File: src/rtl/au_dec_cnt_pkg.sv
// Shared encodings for the loadable down-counter and its step subtractor.
// Build option AU_DEC_CNT_UFL_STICKY_EN is consumed by au_dec_cnt, not here.
package au_dec_cnt_pkg;

  typedef enum logic [1:0] {
    ST_IDLE = 2'd0,
    ST_RUN  = 2'd1,
    ST_DONE = 2'd2
  } state_e;

  localparam logic [1:0] MODE_ONESHOT = 2'd0;
  localparam logic [1:0] MODE_WRAP    = 2'd1;
  localparam logic [1:0] MODE_RELOAD  = 2'd2;

  // Prefix networks selectable for the step subtractor.
  localparam int ARCH_KOGGE_STONE = 0;
  localparam int ARCH_SKLANSKY    = 1;
  localparam int ARCH_RIPPLE      = 2;
  localparam int ARCH_MIN         = ARCH_KOGGE_STONE;
  localparam int ARCH_MAX         = ARCH_RIPPLE;

endpackage

File: src/rtl/au_dec_step.sv
// Combinational a - zext(b) using a borrow-lookahead prefix network.
// ARCH picks the network topology; the result is identical for every choice.
import au_dec_cnt_pkg::*;

module au_dec_step #(
  parameter int WIDTH = 8,
  parameter int SW    = 4,
  parameter int ARCH  = 0
) (
  input  logic [WIDTH-1:0] a,
  input  logic [SW-1:0]    b,
  output logic [WIDTH-1:0] diff,
  output logic             borrow,
  output logic             hit
);

  logic [WIDTH-1:0] b_ext;
  logic [WIDTH-1:0] grp_gen;

  assign b_ext = WIDTH'(b);

  // Bit i generates a borrow when a=0,b=1 and passes one through when a==b.
  always_comb begin
    logic [WIDTH-1:0] g;
    logic [WIDTH-1:0] p;
    g = ~a & b_ext;
    p = ~(a ^ b_ext);
    if (ARCH == ARCH_KOGGE_STONE) begin
      for (int d = 1; d < WIDTH; d = d * 2) begin
        for (int i = WIDTH - 1; i >= d; i--) begin
          g[i] = g[i] | (p[i] & g[i-d]);
          p[i] = p[i] & p[i-d];
        end
      end
    end else if (ARCH == ARCH_SKLANSKY) begin
      // Partner is the top bit of the preceding aligned group, untouched at this level.
      for (int d = 1; d < WIDTH; d = d * 2) begin
        for (int i = 0; i < WIDTH; i++) begin
          if ((i & d) != 0) begin
            g[i] = g[i] | (p[i] & g[(i & ~(d - 1)) - 1]);
            p[i] = p[i] & p[(i & ~(d - 1)) - 1];
          end
        end
      end
    end else begin
      for (int i = 1; i < WIDTH; i++) begin
        g[i] = g[i] | (p[i] & g[i-1]);
      end
    end
    grp_gen = g;
  end

  assign diff   = a ^ b_ext ^ (grp_gen << 1);
  assign borrow = grp_gen[WIDTH-1];
  assign hit    = (b != '0) && (borrow || (diff == '0));

endmodule

File: src/rtl/au_dec_cnt.sv
// Loadable, step-programmable down-counter with one-shot, wrap and auto-reload modes.
// Define AU_DEC_CNT_UFL_STICKY_EN to add ufl_clr / ufl_sticky.
//
// state   | meaning
// --------+------------------------------------------------
// ST_IDLE | loaded or stopped; count held, en ignored
// ST_RUN  | counting; en with nonzero step decrements
// ST_DONE | one-shot expired; count held at 0
import au_dec_cnt_pkg::*;

module au_dec_cnt #(
  parameter int WIDTH = 8,
  parameter int SW    = 4,
  parameter int ARCH  = 0
) (
  input  logic             clk,
  input  logic             rst,
  input  logic             ld,
  input  logic [WIDTH-1:0] ld_val,
  input  logic             start,
  input  logic             stop,
  input  logic             en,
  input  logic [SW-1:0]    step,
  input  logic [1:0]       mode,
  output logic [WIDTH-1:0] cnt,
  output logic             zero,
  output logic             busy,
  output logic             done,
  output logic             tc,
  output logic             ufl
`ifdef AU_DEC_CNT_UFL_STICKY_EN
  ,
  input  logic             ufl_clr,
  output logic             ufl_sticky
`endif
);

  if (WIDTH < 1 || SW < 1 || SW > WIDTH || ARCH < ARCH_MIN || ARCH > ARCH_MAX) begin : g_bad_param
    $fatal(1, "au_dec_cnt: illegal parameters WIDTH=%0d SW=%0d ARCH=%0d", WIDTH, SW, ARCH);
  end

  state_e           state_q, state_d;
  logic [WIDTH-1:0] cnt_q, cnt_d;
  logic [WIDTH-1:0] reload_q, reload_d;
  logic             tc_q, tc_d;
  logic             ufl_q, ufl_d;

  logic [WIDTH-1:0] sub_diff;
  logic             sub_borrow;
  logic             sub_hit;

  au_dec_step #(
    .WIDTH (WIDTH),
    .SW    (SW),
    .ARCH  (ARCH)
  ) u_step (
    .a      (cnt_q),
    .b      (step),
    .diff   (sub_diff),
    .borrow (sub_borrow),
    .hit    (sub_hit)
  );

  always_comb begin
    state_d  = state_q;
    cnt_d    = cnt_q;
    reload_d = reload_q;
    tc_d     = 1'b0;
    ufl_d    = 1'b0;
    if (ld) begin
      cnt_d    = ld_val;
      reload_d = ld_val;
      state_d  = ST_IDLE;
    end else if (state_q == ST_RUN) begin
      if (stop) begin
        state_d = ST_IDLE;
      end else if (en && (step != '0)) begin
        tc_d  = sub_hit;
        ufl_d = sub_borrow;
        case (mode)
          MODE_ONESHOT: begin
            if (sub_hit) begin
              cnt_d   = '0;
              state_d = ST_DONE;
            end else begin
              cnt_d = sub_diff;
            end
          end
          MODE_RELOAD: cnt_d = sub_hit ? reload_q : sub_diff;
          default:     cnt_d = sub_diff;
        endcase
      end
    end else if (start && !stop) begin
      // A one-shot with nothing left to count expires immediately.
      state_d = ((cnt_q == '0) && (mode == MODE_ONESHOT)) ? ST_DONE : ST_RUN;
    end
  end

  always_ff @(posedge clk) begin
    if (rst) begin
      state_q  <= ST_IDLE;
      cnt_q    <= '0;
      reload_q <= '0;
      tc_q     <= 1'b0;
      ufl_q    <= 1'b0;
    end else begin
      state_q  <= state_d;
      cnt_q    <= cnt_d;
      reload_q <= reload_d;
      tc_q     <= tc_d;
      ufl_q    <= ufl_d;
    end
  end

  assign cnt  = cnt_q;
  assign zero = (cnt_q == '0);
  assign busy = (state_q == ST_RUN);
  assign done = (state_q == ST_DONE);
  assign tc   = tc_q;
  assign ufl  = ufl_q;

`ifdef AU_DEC_CNT_UFL_STICKY_EN
  logic ufl_sticky_q, ufl_sticky_d;

  // A new underflow takes precedence over a clear in the same cycle.
  always_comb begin
    ufl_sticky_d = ufl_sticky_q;
    if (ufl_d) begin
      ufl_sticky_d = 1'b1;
    end else if (ufl_clr) begin
      ufl_sticky_d = 1'b0;
    end
  end

  always_ff @(posedge clk) begin
    if (rst) begin
      ufl_sticky_q <= 1'b0;
    end else begin
      ufl_sticky_q <= ufl_sticky_d;
    end
  end

  assign ufl_sticky = ufl_sticky_q;
`endif

endmodule

File: config.mk
export PLATFORM = sky130hd
export DESIGN_NAME = au_dec_cnt
export DESIGN_NICKNAME = d
export VERILOG_FILES = /design/src/rtl/au_dec_cnt_pkg.sv /design/src/rtl/au_dec_step.sv /design/src/rtl/au_dec_cnt.sv
export SDC_FILE = /design/constraint.sdc
export NUM_CORES = 1
export LEC_CHECK = 0
export BUFFER_PORTS_ARGS = -buffer_cell sky130_fd_sc_hd__buf_4
export CORE_MARGIN = 3
export CORE_UTILIZATION = 42
export DETAILED_ROUTE_END_ITERATION = 7
export HOLD_SLACK_MARGIN = 0.06
export PLACE_DENSITY_LB_ADDON = 0.25
export SLEW_MARGIN = 20
export SYNTH_ARGS = -nofsm -noshare
export SYNTH_HDL_FRONTEND = slang
export SYNTH_SLANG_ARGS = --single-unit
File: constraint.sdc
create_clock -name clk -period 4.85 [get_ports clk]
set_input_delay 0.97 -clock clk [delete_from_list [all_inputs] [get_ports clk]]
set_output_delay 0.97 -clock clk [all_outputs]
set_load 0.02 [all_outputs]
==> results of run 1 <==
==> worst max-delay path by stage <==
stage                     cells after the start     from                   to
after global placement                       10  step[0]  cnt[1]$_SDFFE_PP0P_
after floorplan                              10  step[0]  cnt[1]$_SDFFE_PP0P_
after CTS                                    10  step[0]  cnt[1]$_SDFFE_PP0P_
after global routing                         10  step[0]  cnt[1]$_SDFFE_PP0P_
final                                        10  step[0]  cnt[1]$_SDFFE_PP0P_
after detailed placement                     10  step[0]  cnt[0]$_SDFFE_PP0P_
==> kinds of logic (layout without fill, tap and decap cells) <==
logic type	count (synthesis)	count (layout)	share of synthesized area [%]
and+or+nand+nor	66	66	25.3
muxes	7	7	5.27
DFF	20	20	29.6
xor gates and xnor gates	6	6	3.88
adders and majority gates	5	5	5.18
AOI/OAI and AO/OA	42	42	24.9
buffers and inverters	19	46	5.91
==> metrics by stage <==
step / area (um^2) / setup WS (ps) / power (uW) / cells / hold WS (ps)
floorplan: 1350 / 1740 / 269 / 165 / 428
global placement: 1600 / 1520 / 304 / 230 / 448
detailed placement: 1600 / 1440 / 308 / 230 / 457
CTS: 1640 / 1770 / 407 / 234 / 474
global route: 1640 / 1650 / 429 / 234 / 506
finish: 1640 / 1740 / 405 / 234 / 472
==> final cells by class <==
cell class	instances	area, um^2
inverter	10	37.5
tap	42	52.6
fill	284	1260
sequential	20	400
clock buffer	4	36.3
multi-input combinational	126	873
timing repair buffer	32	240
==> routing by layer <==
layer	part of all wire, %	wire (um)	GRT usage [%]
met5	0	0	0
met4	1.3	45	6.61
met3	4.8	165	2.52
met2	47	1630	30.2
met1	47	1630	24.6
==> state kept, by name (all words and copies together), names as in the netlist <==
register  flops
cnt           8
reload_q      8
state_q       2
tc            1
ufl           1
==> power breakdown <==
group | internal, uW | total (uW) | switching (uW)
Combinational | 54.9 | 122 | 67.2
Clock | 45.8 | 99.2 | 53.4
Sequential | 173 | 184 | 10.6
Total | 274 | 405 | 131
==> critical path: cells and delay by family <==
family / cells / cell delay (ps)
buf+inv: 1 / 120
fa+ha+maj: 2 / 610
xor+xnor: 1 / 120
compound gates: 2 / 510
simple gates: 4 / 980
==> layout by cell type (no fill, tap or decap), types with 4 or more instances in the layout <==
cell and count:
nor2_1 20, nand2_1 10, dfxtp_1 20, o21ai_0 5, buf_4 32, nor3_1 5
nor2b_1 5, o31a_1 4, a21oi_1 9, inv_1 10, mux2i_1 6, nand2b_1 5
o32ai_1 4, ha_1 4
==> impl_metrics.tcl, run 1 <==
set metrics [dict create \
    ys.flop_type "dfxtp_1" \
    synthDistinctLibCells 49 \
    hold_path_end "cnt[7]$_SDFFE_PP0P_" \
    syn_area_um2 1350 \
    cts_tree "done" \
    cp-start-kind "input port" \
    fp.dieW_um 62.8 \
    synth_cells 165 \
    worst_r2r_path_depth 10 \
    cts_sinks 20 \
    synthTopCellsByCount "20 x dfxtp_1, 20 x nor2_1, 10 x inv_1, 10 x nand2_1, 9 x a21oi_1" \
    clk_path_buf_depth 2 \
    drv_slew 0 \
    synth_top_area_share_pct 29.6 \
    core_area_um2 2900 \
    crit_slowest_cell "or4_4" \
    yosys.area.top_type "dfxtp_1" \
    die-area_um2 3940 \
    avgSynthCellArea_um2 8.20 \
    drtIter0Drc 51 \
    areaGrowthSynthToFinish_pct 21.2 \
    period_needed_ps 3110 \
    port_buffers 32 \
    firstDrtPassIters 4 \
    crit_fanout 8 \
    synth.yosys.seq_area_share_pct 29.6 \
    drcViolationCount 0 \
    rows 19 \
    max_stage_delay_ps 540 \
    cts_max_level 1 \
    vias 1321 \
    grt_pass1_wl_um 5980 \
    synth_edf_count 0 \
    num_antenna_cells 0 \
    cts_root_buf "clkbuf_4" \
    r2r_slack_ps 2050 \
    cp_cell_sequence "buf_4 > ha_1 > fa_1 > nand3_1 > and2_1 > xnor2_1 > or4_4 > o21ai_4 > nor2_1 > o31a_1" \
    slew_headroom_pct 68.6 \
    min_path_cells 2 \
    initial_utilization_pct 46.7 \
    maxCapViolations 0 \
    cp.arrival_ps 3310 \
    period_share_pct 64.0 \
    hpwlAfterDp_um 2660 \
    worstMarginPinSlew_ps 469 \
    r2r_start "cnt[0]$_SDFFE_PP0P_" \
    drive_gt1_share_pct 22.4 \
    cts.clk_slew.worst_paths_ps 120 \
    post_cts_buffers 0 \
    clk_latency_ps 300 \
    fin_setup_tns_ps 0 \
    hold_buffers 0 \
    hp-class "reg -> reg" \
    track_usage_pct 18.4 \
    grt_pass1_vias 1283 \
    synth.net_count 190 \
    min-delay-start "reload_q[7]$_SDFFE_PP0P_" \
    critical_path_class "in -> reg" \
    setup_viol 0 \
    synth_async_sr_flop_share_pct 0 \
    die_h_um 62.8 \
    fmax_mhz 322 \
    antenna_left 0 \
    synth-warning-count 0 \
    status "completed" \
    io_pins 33 \
    synthTopCellsByArea "dfxtp_1 30%, nor2_1 5.5%, mux2i_1 4.4%, ha_1 3.7%, a21oi_1 3.3%" \
    crit_required_ps 5060 \
    viasPerCell 5.65 \
    utilization_pct 56.6 \
    ys_ff_latch 20 \
    antenna_found_initial 0 \
    vdd_ir_drop_max_v 0.000160 \
    grt_max_degree 29 \
    gp_congestion 0.868 \
    post_cts_resize_count 0 \
    power.density_nw_per_um2 247 \
    hold_violations 0 \
    rsz0062_at_grt "false" \
    overflow 0 \
    leakagePower_uw 0.000701 \
    end_kind "flip-flop" \
    cts_inserted_buffers 3 \
    rr_endpoint "cnt[1]$_SDFFE_PP0P_" \
    clock_skew_ps 0.713 \
    nets 218 \
    routed_wl_um 3470 \
    wl_per_cell_um 14.8 \
]
Power figures use the tool's default switching activity.
==> run 2: changes to the inputs <==
- ABC_AREA: unset -> 1
- clock period: 4.85 -> 2.7 ns (I/O delays scaled with it)
==> run 2 against run 1 <==
- total power grew 97%
- worst hold slack lost 59 ps
- largest power group unchanged
- setup slack lost 1300 ps
- wire length shrank 6.6%
- highest routed layer unchanged
- synthesized cell count grew 28%
==> impl_metrics.tcl, run 2 <==
set metrics [dict create \
    status "completed" \
    synth_top_family_by_area "simple AND/OR/NAND/NOR gates" \
    period_needed_ps 2270 \
    endpoint "cnt[0]$_SDFFE_PP0P_" \
    total_power_uw 800 \
    cts_inserted_buffers 3 \
    track_usage_pct 17.0 \
    rows 20 \
    synth.net_count 237 \
    period_share_pct 84.0 \
    synth.most_common_cell "nand2_1" \
    min-delay-start "rst" \
    overflow 0 \
    synthTopCellsByCount "61 x nand2_1, 25 x inv_1, 20 x dfxtp_1, 17 x a21oi_1, 15 x nand3_1" \
    synth-warning-count 0 \
    clk_path_buf_depth 2 \
    gp_congestion 0.813 \
    initial_utilization_pct 44.6 \
    post-place-ws_ps 181 \
    synth_cells 212 \
    end_kind "flip-flop" \
    rsz0062_at_grt "false" \
    clock_skew_ps 10.9 \
    hold_violations 0 \
    fmax_mhz 441 \
    cp.arrival_ps 2470 \
    yosys.area.top_type "dfxtp_1" \
    cp-start-kind "flip-flop" \
    hold_buffers 0 \
    areaGrowthSynthToFinish_pct 23.9 \
    synthDistinctLibCells 25 \
    wl_per_cell_um 11.2 \
    ys.flop_type "dfxtp_1" \
    routed_wl_um 3240 \
    synth_async_sr_flop_share_pct 0 \
    die-area_um2 3990 \
    power.density_nw_per_um2 470 \
    synth_compound_area_share_pct 11.5 \
    grt_max_degree 21 \
    hpwlAfterDp_um 2620 \
    fillCellCount 319 \
    cts_root_buf "clkbuf_4" \
    nets 272 \
    synth_top_area_share_pct 29.2 \
    ys_ff_latch 20 \
    critical_path_class "reg -> reg" \
    crit_fanout 10 \
    fin_ws_ps 431 \
    post_cts_resize_count 0 \
    cts_sinks 20 \
    drtIter0Drc 51 \
    vias 1429 \
    final_common_cell "nand2_1" \
    cts_max_level 1 \
    rr_endpoint "cnt[0]$_SDFFE_PP0P_" \
    cts_tree "done" \
    synth.area.mux_share_pct 0 \
    crit_path_start "cnt[0]$_SDFFE_PP0P_" \
    synthSimpleGateAreaFrac_pct 44.8 \
    fin_area_um2 1700 \
    drv_slew 0 \
    port_buffers 32 \
    syn_area_um2 1370 \
    firstDrtPassIters 4 \
    setup_viol 0 \
    slew_headroom_pct 66.4 \
    place_area_um2 1660 \
    synth.yosys.seq_area_share_pct 29.2 \
    avgSynthCellArea_um2 6.47 \
    synthAdderAreaFrac_pct 5.10 \
    viasPerCell 4.93 \
    drcViolationCount 0 \
    r2r_slack_ps 430 \
    drive_gt1_share_pct 24.8 \
    cts.clk_slew.worst_paths_ps 100 \
    antenna_found_initial 0 \
    core_area_um2 3080 \
    post_cts_buffers 0 \
    final_cell_mix "61 x nand2_1, 33 x buf_4, 25 x inv_1" \
    grt_pass1_wl_um 5550 \
    crit_required_ps 2900 \
    maxCapViolations 0 \
    clk_latency_ps 300 \
    grt_pass1_vias 1337 \
    io_pins 33 \
    leakagePower_uw 0.000840 \
    hp-class "in -> reg" \
    synth_xor_area_share_pct 0.638 \
    num_antenna_cells 0 \
    worst_r2r_path_depth 15 \
    vdd_ir_drop_max_v 0.000353 \
    fin_setup_tns_ps 0 \
    die_h_um 63.2 \
    worstMarginPinSlew_ps 500 \
    fp.dieW_um 63.2 \
    r2r_start "cnt[0]$_SDFFE_PP0P_" \
    synthTopCellsByArea "dfxtp_1 29%, nand2_1 17%, inv_1 6.8%, a21oi_1 6.2%, nand3_1 5.5%" \
    antenna_left 0 \
    synth_edf_count 0 \
]
-- run 2: logic make-up after synthesis --
kind of cell,Yosys count
fa+ha+maj,5
compound gates,30
xor+xnor,1
flops,20
buf+inv,32
simple gates,124
-- run 2: worst min path at each step --
| stage | endpoint | slack, ps | cells past startpoint |
|---|---|---|---|
| floorplan | reload_q[5]$_SDFFE_PP0P_ | 420 | 2 |
| global placement | reload_q[6]$_SDFFE_PP0P_ | 440 | 2 |
| detailed placement | reload_q[6]$_SDFFE_PP0P_ | 450 | 2 |
| CTS | reload_q[0]$_SDFFE_PP0P_ | 400 | 2 |
| global route | reload_q[0]$_SDFFE_PP0P_ | 400 | 2 |
| finish | reload_q[0]$_SDFFE_PP0P_ | 410 | 2 |
-- run 2: cell type report --
cell class / instances / area (um^2) / share of cell area (%)
sequential: 20 / 400 / 23.5
multi-input combinational: 160 / 852 / 50.1
timing repair buffer: 33 / 248 / 14.6
inverter: 29 / 109 / 6.40
tap: 44 / 55.1 / 3.24
clock buffer: 4 / 36.3 / 2.13
-- run 2: stage by stage --
stage	hold slack [ps]	instances	utilization [%]
finish	413	290	55.2
global route	396	290	55.2
CTS	402	290	55.2
detailed placement	447	286	54.1
global placement	443	286	54.1
floorplan	419	212	-
-- run 2: report_power, final --
group / switching [uW] / internal, uW / leakage, uW
Sequential: 16.5 / 314 / 0.000165
Clock: 92.0 / 82.3 / 0.0000210
Combinational: 179 / 116 / 0.000654
Total: 288 / 512 / 0.000840
-- run 2: worst max-delay path: stages (launching register included) --
cell and delay, ps:
dfxtp_1 370, inv_1 70, ha_1 220, fa_1 410, nand3_1 130, nand4_1 110
nand2_2 90, nand3_2 70, nor2_2 100, nand2_2 70, nand2_4 120, nand3_4 120
nand2_1 80, nand2_1 50, o21bai_1 120, inv_1 50
-- run 2: metal layers --
metal  track usage, %  up-vias  routed length [um]
met5                0        -                   0
met3             4.10        4                 170
li1                 -      764                   -
met4             6.89        0                  35
met2             28.1       30                1490
met1             21.2      631                1540
